$ cat src/rtl/vend_ctrl_multi.sv
// vend_ctrl_multi: shared-credit vending controller for NUM_ITEMS priced items.
// Accepts 5/10-unit coins in any order relative to item selection, vends once
// credit covers the selected price, pays change as single 5-unit coins, and
// supports cancel/refund and overflow rejection.
module vend_ctrl_multi #(
    parameter int                     NUM_ITEMS  = 4,
    parameter int                     ITEM_W     = 2,
    parameter int                     CREDIT_W   = 8,
    parameter logic [NUM_ITEMS*8-1:0] PRICES     = {8'd9, 8'd7, 8'd5, 8'd3},
    parameter int                     MAX_CREDIT = 20
) (
    input  logic                clock,
    input  logic                reset,
    input  logic [ITEM_W-1:0]   item_sel,
    input  logic                item_valid,
    input  logic                five_in,
    input  logic                ten_in,
    input  logic                cancel,
    output logic                dispense,
    output logic [ITEM_W-1:0]   dispense_item,
    output logic                five_out,
    output logic                coin_reject,
    output logic                busy,
    output logic [CREDIT_W-1:0] credit
);

    typedef enum logic [1:0] {S_IDLE, S_SEL, S_VEND, S_CHANGE} state_t;

    // Wide enough for credit + 2 and any 8-bit price without wrap.
    localparam int SW = CREDIT_W + 9;
    localparam logic [SW-1:0]     MAX_W = SW'(MAX_CREDIT);
    localparam logic [ITEM_W:0]   NI    = (ITEM_W + 1)'(NUM_ITEMS);

    state_t              state, state_nxt;
    logic [ITEM_W-1:0]   sel;
    logic [7:0]          price_sel;
    logic [SW-1:0]       cred_w, price_w, remain_w;
    logic                open_st, item_ok, can_vend;
    logic                acc_ten, acc_five, rej_nxt;

    // Price of the currently latched item.
    always_comb begin
        price_sel = 8'd0;
        for (int i = 0; i < NUM_ITEMS; i++)
            if (sel == ITEM_W'(i)) price_sel = PRICES[i*8 +: 8];
    end

    assign cred_w   = SW'(credit);
    assign price_w  = SW'(price_sel);
    assign remain_w = cred_w - price_w;
    assign open_st  = (state == S_IDLE) || (state == S_SEL);
    assign item_ok  = item_valid && ({1'b0, item_sel} < NI);
    // Decided on registered credit; coins arriving on the same edge still count.
    assign can_vend = (state == S_SEL) && (cred_w >= price_w);
    // A simultaneous five is always refused in favour of the ten.
    assign acc_ten  = open_st && !cancel && ten_in && (cred_w + SW'(2) <= MAX_W);
    assign acc_five = open_st && !cancel && five_in && !ten_in
                      && (cred_w + SW'(1) <= MAX_W);
    assign rej_nxt  = (ten_in && !acc_ten) || (five_in && !acc_five);

    // State register.
    always_ff @(posedge clock or posedge reset) begin
        if (reset) state <= S_IDLE;
        else       state <= state_nxt;
    end

    // Next-state logic; cancel outranks vending and selection.
    always_comb begin
        state_nxt = state;
        case (state)
            S_IDLE, S_SEL: begin
                if (cancel)        state_nxt = (credit != '0) ? S_CHANGE : S_IDLE;
                else if (can_vend) state_nxt = S_VEND;
                else if (item_ok)  state_nxt = S_SEL;
            end
            S_VEND:   state_nxt = (remain_w != '0) ? S_CHANGE : S_IDLE;
            S_CHANGE: state_nxt = (credit == CREDIT_W'(1)) ? S_IDLE : S_CHANGE;
            default:  state_nxt = S_IDLE;
        endcase
    end

    // Outputs decoded from registered state and selection.
    always_comb begin
        dispense      = (state == S_VEND);
        dispense_item = (state == S_VEND) ? sel : '0;
        five_out      = (state == S_CHANGE);
        busy          = (state == S_VEND) || (state == S_CHANGE);
    end

    // Credit, selection and coin-reject registers.
    always_ff @(posedge clock or posedge reset) begin
        if (reset) begin
            credit      <= '0;
            sel         <= '0;
            coin_reject <= 1'b0;
        end else begin
            coin_reject <= rej_nxt;
            case (state)
                S_IDLE, S_SEL: begin
                    credit <= credit + (acc_ten  ? CREDIT_W'(2) :
                                        acc_five ? CREDIT_W'(1) : '0);
                    if (cancel)                    sel <= '0;
                    else if (!can_vend && item_ok) sel <= item_sel;
                end
                S_VEND: begin
                    credit <= remain_w[CREDIT_W-1:0];
                    sel    <= '0;
                end
                S_CHANGE: credit <= credit - CREDIT_W'(1);
                default:  credit <= '0;
            endcase
        end
    end

endmodule

$ cat config.mk
export PLATFORM = sky130hd
export DESIGN_NAME = vend_ctrl_multi
export DESIGN_NICKNAME = d
export VERILOG_FILES = /design/src/rtl/vend_ctrl_multi.sv
export SDC_FILE = /design/constraint.sdc
export NUM_CORES = 1
export LEC_CHECK = 0
export ABC_CLOCK_PERIOD_IN_PS = 6900
export CAP_MARGIN = 20
export CORE_MARGIN = 1.5
export CORE_UTILIZATION = 61
export CTS_BUF_LIST = sky130_fd_sc_hd__clkbuf_4 sky130_fd_sc_hd__clkbuf_8
export DETAILED_ROUTE_END_ITERATION = 10
export PLACE_DENSITY = 0.88
export SETUP_SLACK_MARGIN = 0.1
export SYNTH_ARGS = -nofsm -noshare
export SYNTH_HDL_FRONTEND = slang
export SYNTH_SLANG_ARGS = --single-unit
export TNS_END_PERCENT = 20
$ cat constraint.sdc
create_clock -name clock -period 6.9 [get_ports clock]
set_clock_uncertainty 0.05 [all_clocks]
set_input_delay 2.07 -clock clock [delete_from_list [all_inputs] [get_ports clock]]
set_output_delay 2.07 -clock clock [all_outputs]
set_load 0.05 [all_outputs]
==> flow_summary.json, run 1 <==
{
  "status": "finished, final reports clean",
  "grt_max_degree": 23,
  "wire_per_inst_um": 16.43,
  "die_area_mm2": 0.002726,
  "synth_nets": 207,
  "maxCapViolations": 0,
  "cp-end-kind": "register",
  "worst_slack_ps": 2248,
  "r2r_setup_slack_ps": 3670,
  "ir_drop_mv": 0.09342,
  "multi_input_area_mm2": 0.001033,
  "synth_common_cells": "inv_1, ha_1, dfrtp_1, nand2_1, nor2_1",
  "cts_tree": "built",
  "post-synth-top-count-cell": "inv_1",
  "grt_pass1_wl_mm": 5.871,
  "worstReg2RegEnd": "credit[6]",
  "diodes": 0,
  "viasPerCell": 6.332,
  "layout-drive-gt1-share_pct": 6.154,
  "place_ws_ps": 2028,
  "post_cts_resized": 0,
  "final.setup.tns_ps": 0,
  "placed_cell_area_mm2": 0.001668,
  "first_pass_iters": 4,
  "final.min_clock_period_ps": 4652,
  "grt_pass1_vias": 1238,
  "synth_top_area_share_pct": 22.02,
  "synth_edf_count": 0,
  "grt_util_all_layers_pct": 29.49,
  "clkSinkCount": 13,
  "crit_start": "cancel",
  "finalSetupViolCount": 0,
  "powerDensity_mw_per_mm2": 85.27,
  "clockBufferDepth": 2,
  "post-route-drc-count": 0,
  "r2r_start": "credit[2]",
  "cp_max_fo": 6,
  "start_util_pct": 65.54,
  "ctsHtreeMaxLevel": 1,
  "antenna_found_initial": 0,
  "required_ps": 7050,
  "wirelength_mm": 3.664,
  "root_buffer": "clkbuf_4",
  "gp_congestion": 1.017,
  "ant_nets": 0,
  "cts_buffers": 3,
  "critPathSlowestCell": "clkdlybuf4s50_1",
  "slew_headroom_pct": 51.64,
  "drv_slew": 0,
  "fmax_ghz": 0.2149,
  "nets": 221,
  "ys_async_sr_fraction_pct": 100.0,
  "cts-hold-fix-buffers": 0,
  "critPathMaxStageDelay_ps": 450,
  "fillers": 177,
  "synth_ff_type": "dfrtp_1",
  "num_vias": 1412,
  "p_total_uw": 144.8,
  "fp.dieH_um": 52.22,
  "leakage_nw": 0.7203,
  "crit_path_end": "credit[6]",
  "rows": 17,
  "die_w_um": 52.22,
  "worst_pin_slew_ps": 725.4,
  "avgSynthCellArea_um2": 8.119,
  "clkTransAtPathRegs_ps": 80,
  "io_pins": 22,
  "synthCells": 182,
  "clkLatencyLatePin_ps": 280,
  "grt_setup_unrepaired": "false",
  "regArea_um2": 325.3,
  "netlist_area_mm2": 0.001478,
  "hold_path_class": "register to register",
  "timing.final.crit_share_pct": 67.43,
  "stdcell_area_mm2": 0.001698,
  "whs_ps": 538.4,
  "hold_viol": 0,
  "yosysWarningCount": 0,
  "criticalPathCategory": "input pin to register",
  "post_cts_buffers": 0,
  "drtIter0Drc": 56,
  "rr_worst_depth": 12,
  "cp.arrival_ps": 4800,
  "crit_chain": "clkdlybuf4s50_1 > nor2_1 > nor4bb_1 > o2111a_1 > ha_1 > inv_1 > fa_1 > or3_1 > o31a_1 > o31ai_1 > xor2_1",
  "portBuffers": 21,
  "ys_seq_elements": 13,
  "syn_to_final_growth_pct": 14.90,
  "start_kind": "input pin",
  "coreArea_mm2": 0.002255,
  "grt.overflow.total": 0,
  "synth.distinct_cells": 55,
  "yosysTopAreaCell": "dfrtp_1",
  "ys_top_cells_by_area": "dfrtp_1, ha_1, inv_1",
  "yosysSeqAreaShare_pct": 22.02,
  "hpwlAfterDp_mm": 2.709
}
[stage by stage]
stage,util [%],std cells
after detailed placement,73.97,219
after global placement,73.97,219
after CTS,75.31,223
after floorplan,-,182
final,75.31,223
after global routing,75.31,223
[worst min-delay path by stage]
stage | start | end | slack (ps) | depth (start not counted)
2_1_floorplan | sel[1] | sel[1] | 480 | 2
3_3_place_gp | sel[1] | sel[1] | 520 | 2
3_5_place_dp | sel[1] | sel[1] | 520 | 2
4_1_cts | sel[1] | sel[1] | 550 | 2
5_1_grt | sel[1] | sel[1] | 580 | 2
6_report | sel[1] | sel[1] | 540 | 2
[cells in the final DEF (no fill, tap or decap), types with 2 or more instances in the layout]
cell type        count
clkdlybuf4s50_1     21
inv_1               17
ha_1                15
dfrtp_1             13
nand2_1             12
nor2_1              11
o21ai_0             10
nand4_1              7
nand3_1              6
xor2_1               6
a31oi_1              5
xnor2_1              5
nand2b_1             4
a21oi_1              4
clkbuf_4             4
nor2b_1              3
and3_1               3
nor3_1               3
and2_1               3
a211oi_1             3
a21boi_0             2
nor3b_1              2
o211ai_1             2
mux2i_1              2
a311oi_1             2
o311ai_0             2
fa_1                 2
[state kept, by name, summed over array words and instances (netlist names)]
name / count
coin_reject: 1
credit: 8
sel: 2
state: 2
[cells by family (layout without fill, tap and decap cells)]
kind of cell    count (synthesis)  in the layout  synth area share, %
fa+ha+maj                      17             17                15.41
other cells                     1              1               0.2538
buf+inv                        29             42                8.044
xor+xnor                       11             11                6.520
flops                          13             13                22.02
simple gates                   64             64                24.47
compound gates                 44             44                21.17
mux                             3              3                2.117
[final cells by class]
class / instances / share of cell area (%)
flip-flops and latches: 13 / 19.16
multi-input cells: 140 / 60.87
repair buffers: 21 / 12.38
inverters: 17 / 3.758
clock buffers: 4 / 1.769
well taps: 28 / 2.063
[report_power, final]
part / switching (mW) / total (mW) / internal [mW]
Clock: 0.0260 / 0.0523 / 0.0264
Sequential: 0.000532 / 0.0774 / 0.0768
Combinational: 0.00816 / 0.0151 / 0.00691
Total: 0.0346 / 0.145 / 0.110
[worst max-delay path: cells and delay by family]
| family | cells | cell delay, ps |
|---|---|---|
| and+or+nand+nor | 3 | 1010 |
| adders and majority gates | 2 | 580 |
| buffers and inverters | 2 | 510 |
| AOI/OAI and AO/OA | 3 | 450 |
| xor gates and xnor gates | 1 | 180 |
[layer usage]
metal	track usage, %	share of wire [%]	wire (um)	vias to the layer above
met4	11.97	2.6	94	0
met1	39.64	45	1652	668
met2	47.05	47	1723	56
li1	-	-	-	677
met5	0	0	0	-
met3	4.857	5.3	193	11
No activity file was read; power rests on OpenSTA's default activity.
==> run 2, diff against run 1 <==
--- a/config.mk
+++ b/config.mk
@@ -5,13 +5,13 @@
 export SDC_FILE = /design/constraint.sdc
 export NUM_CORES = 1
 export LEC_CHECK = 0
-export ABC_CLOCK_PERIOD_IN_PS = 6900
+export ABC_CLOCK_PERIOD_IN_PS = 4650
 export CAP_MARGIN = 20
 export CORE_MARGIN = 1.5
-export CORE_UTILIZATION = 61
+export CORE_UTILIZATION = 56
 export CTS_BUF_LIST = sky130_fd_sc_hd__clkbuf_4 sky130_fd_sc_hd__clkbuf_8
 export DETAILED_ROUTE_END_ITERATION = 10
-export PLACE_DENSITY = 0.88
+export PLACE_DENSITY = 0.82
 export SETUP_SLACK_MARGIN = 0.1
 export SYNTH_ARGS = -nofsm -noshare
 export SYNTH_HDL_FRONTEND = slang
==> constraint.sdc (replaced) <==
create_clock -name clock -period 4.65 [get_ports clock]
set_clock_uncertainty 0.05 [all_clocks]
set_input_delay 1.395 -clock clock [delete_from_list [all_inputs] [get_ports clock]]
set_output_delay 1.395 -clock clock [all_outputs]
set_load 0.05 [all_outputs]
==> flow_summary.json, run 2 (synthesized netlist as in run 1, its figures left out) <==
{
  "status": "finished, final reports clean",
  "cts_tree": "built",
  "final_common_cell": "clkdlybuf4s50_1",
  "ctsHtreeMaxLevel": 1,
  "num_vias": 1426,
  "powerDensity_mw_per_mm2": 126.0,
  "criticalPathCategory": "input pin to register",
  "final.setup.tns_ps": 0,
  "drtIter0Drc": 41,
  "hold_end": "sel[1]",
  "cts_buffers": 3,
  "rr_worst_depth": 12,
  "fillers": 212,
  "cp_max_fo": 3,
  "start_kind": "input pin",
  "gp_congestion": 0.8829,
  "die_w_um": 54.37,
  "required_ps": 4800,
  "grt_pass1_wl_mm": 6.113,
  "grt_util_all_layers_pct": 28.51,
  "antenna_found_initial": 0,
  "sequentialPowerShare_pct": 53.5,
  "regMostFlops": "credit",
  "worst_pin_slew_ps": 720.1,
  "hpwlAfterDp_mm": 2.897,
  "maxCapViolations": 0,
  "crit_chain": "clkdlybuf4s50_1 > inv_1 > a211oi_1 > nor4bb_1 > o2111a_1 > ha_1 > inv_1 > fa_1 > or3_1 > o31a_1 > o31ai_1 > xor2_1",
  "utilization_pct": 68.94,
  "crit_path_frequent_cell": "inv_1",
  "worst_slack_ps": 775.0,
  "place_ws_ps": 520.8,
  "clkTransAtPathRegs_ps": 80,
  "placed_cells": 222,
  "syn_to_final_growth_pct": 15.58,
  "fp.dieH_um": 54.37,
  "clockBufferDepth": 2,
  "diodes": 0,
  "fmax_ghz": 0.2581,
  "largest_reg_flops": 8,
  "whs_ps": 567.3,
  "ir_drop_mv": 0.1533,
  "final.min_clock_period_ps": 3875,
  "coreArea_mm2": 0.002477,
  "grt_setup_unrepaired": "false",
  "cp.arrival_ps": 4030,
  "portBuffers": 21,
  "cts-hold-fix-buffers": 0,
  "io_pins": 22,
  "critPathMaxStageDelay_ps": 450,
  "clkSinkCount": 13,
  "ant_nets": 0,
  "power_frac_comb_pct": 10.5,
  "cp-end-kind": "register",
  "switching_share_pct": 24.02,
  "hold_viol": 0,
  "slew_headroom_pct": 51.99,
  "grt.overflow.total": 0,
  "reg.largest.list": "credit: 8 flops, sel: 2 flops, state: 2 flops",
  "grt_pass1_vias": 1334,
  "final_cells": 226,
  "clkPwrFrac_pct": 36.1,
  "cp_num_buf_inv": 3,
  "first_pass_iters": 4,
  "viasPerCell": 6.310,
  "start_util_pct": 59.65,
  "wire_per_inst_um": 16.99,
  "post_cts_buffers": 0,
  "drv_slew": 0,
  "post-route-drc-count": 0,
  "r2r_setup_slack_ps": 1390,
  "r2r_start": "credit[2]",
  "grt_max_degree": 23,
  "worstHoldStart": "sel[1]",
  "crit_family": "compound AO/OA/AOI/OAI gates",
  "leakage_nw": 0.7257,
  "root_buffer": "clkbuf_4",
  "die_area_mm2": 0.002956,
  "rows": 18,
  "hold_path_class": "register to register",
  "p_int_uw": 163.5,
  "whs_path_depth": 2,
  "finalSetupViolCount": 0,
  "post_cts_resized": 0,
  "p_sw_uw": 51.68,
  "clkLatencyLatePin_ps": 280,
  "mostFrequentLayoutCells": "clkdlybuf4s50_1, inv_1, ha_1",
  "critPathSlowestCell": "clkdlybuf4s50_1",
  "layout-drive-gt1-share_pct": 6.633,
  "timing.final.crit_share_pct": 83.33,
  "wirelength_mm": 3.840,
  "nets": 222,
  "worstReg2RegEnd": "credit[6]"
}
run 2: worst max path at each step:
stage	startpoint	end	slack, ps	cells past startpoint
after detailed placement	five_in	credit[6]	520	12
after floorplan	five_in	credit[6]	1160	11
after CTS	five_in	credit[6]	800	12
after global placement	five_in	credit[6]	630	12
after global routing	five_in	credit[6]	620	12
final	five_in	credit[6]	770	12
run 2: cell type report:
type	instances	area, um^2	area share [%]
clock buffers	4	30.03	1.758
well taps	30	37.54	2.198
inverters	17	63.81	3.736
multi-input cells	140	1033	60.51
flip-flops and latches	13	325.3	19.05
repair buffers	22	217.7	12.75
run 2: power by group through the flow:
stage / sequential [mW] / combinational (mW) / clock (mW)
after floorplan: 0.118 / 0.0102 / 0
after global placement: 0.117 / 0.0212 / 0
after detailed placement: 0.117 / 0.0223 / 0
after CTS: 0.115 / 0.0225 / 0.0792
after global routing: 0.115 / 0.0246 / 0.0857
final: 0.115 / 0.0225 / 0.0776
run 2: per-layer routing:
metal  track usage (%)  wire, um  vias up
li1                  -         -      684
met1             34.28      1595      666
met2             49.80      1924       62
met3             5.464       228       14
met4             10.83        92        0
met5                 0         0        -
run 2: worst reg2reg max path, stage by stage, from the launching register on:
cell	delay, ps
dfrtp_1	640
ha_1	370
nand4_1	90
a21boi_0	110
a311oi_1	290
o2111a_1	260
ha_1	170
inv_1	50
fa_1	420
or3_1	360
o31a_1	110
o31ai_1	90
xor2_1	170
run 2: metrics by stage:
stage | power (mW) | area, um^2
final | 0.2152 | 1708
after global routing | 0.2254 | 1708
after CTS | 0.2168 | 1708
after detailed placement | 0.1397 | 1678
after global placement | 0.1383 | 1678
after floorplan | 0.1287 | 1478
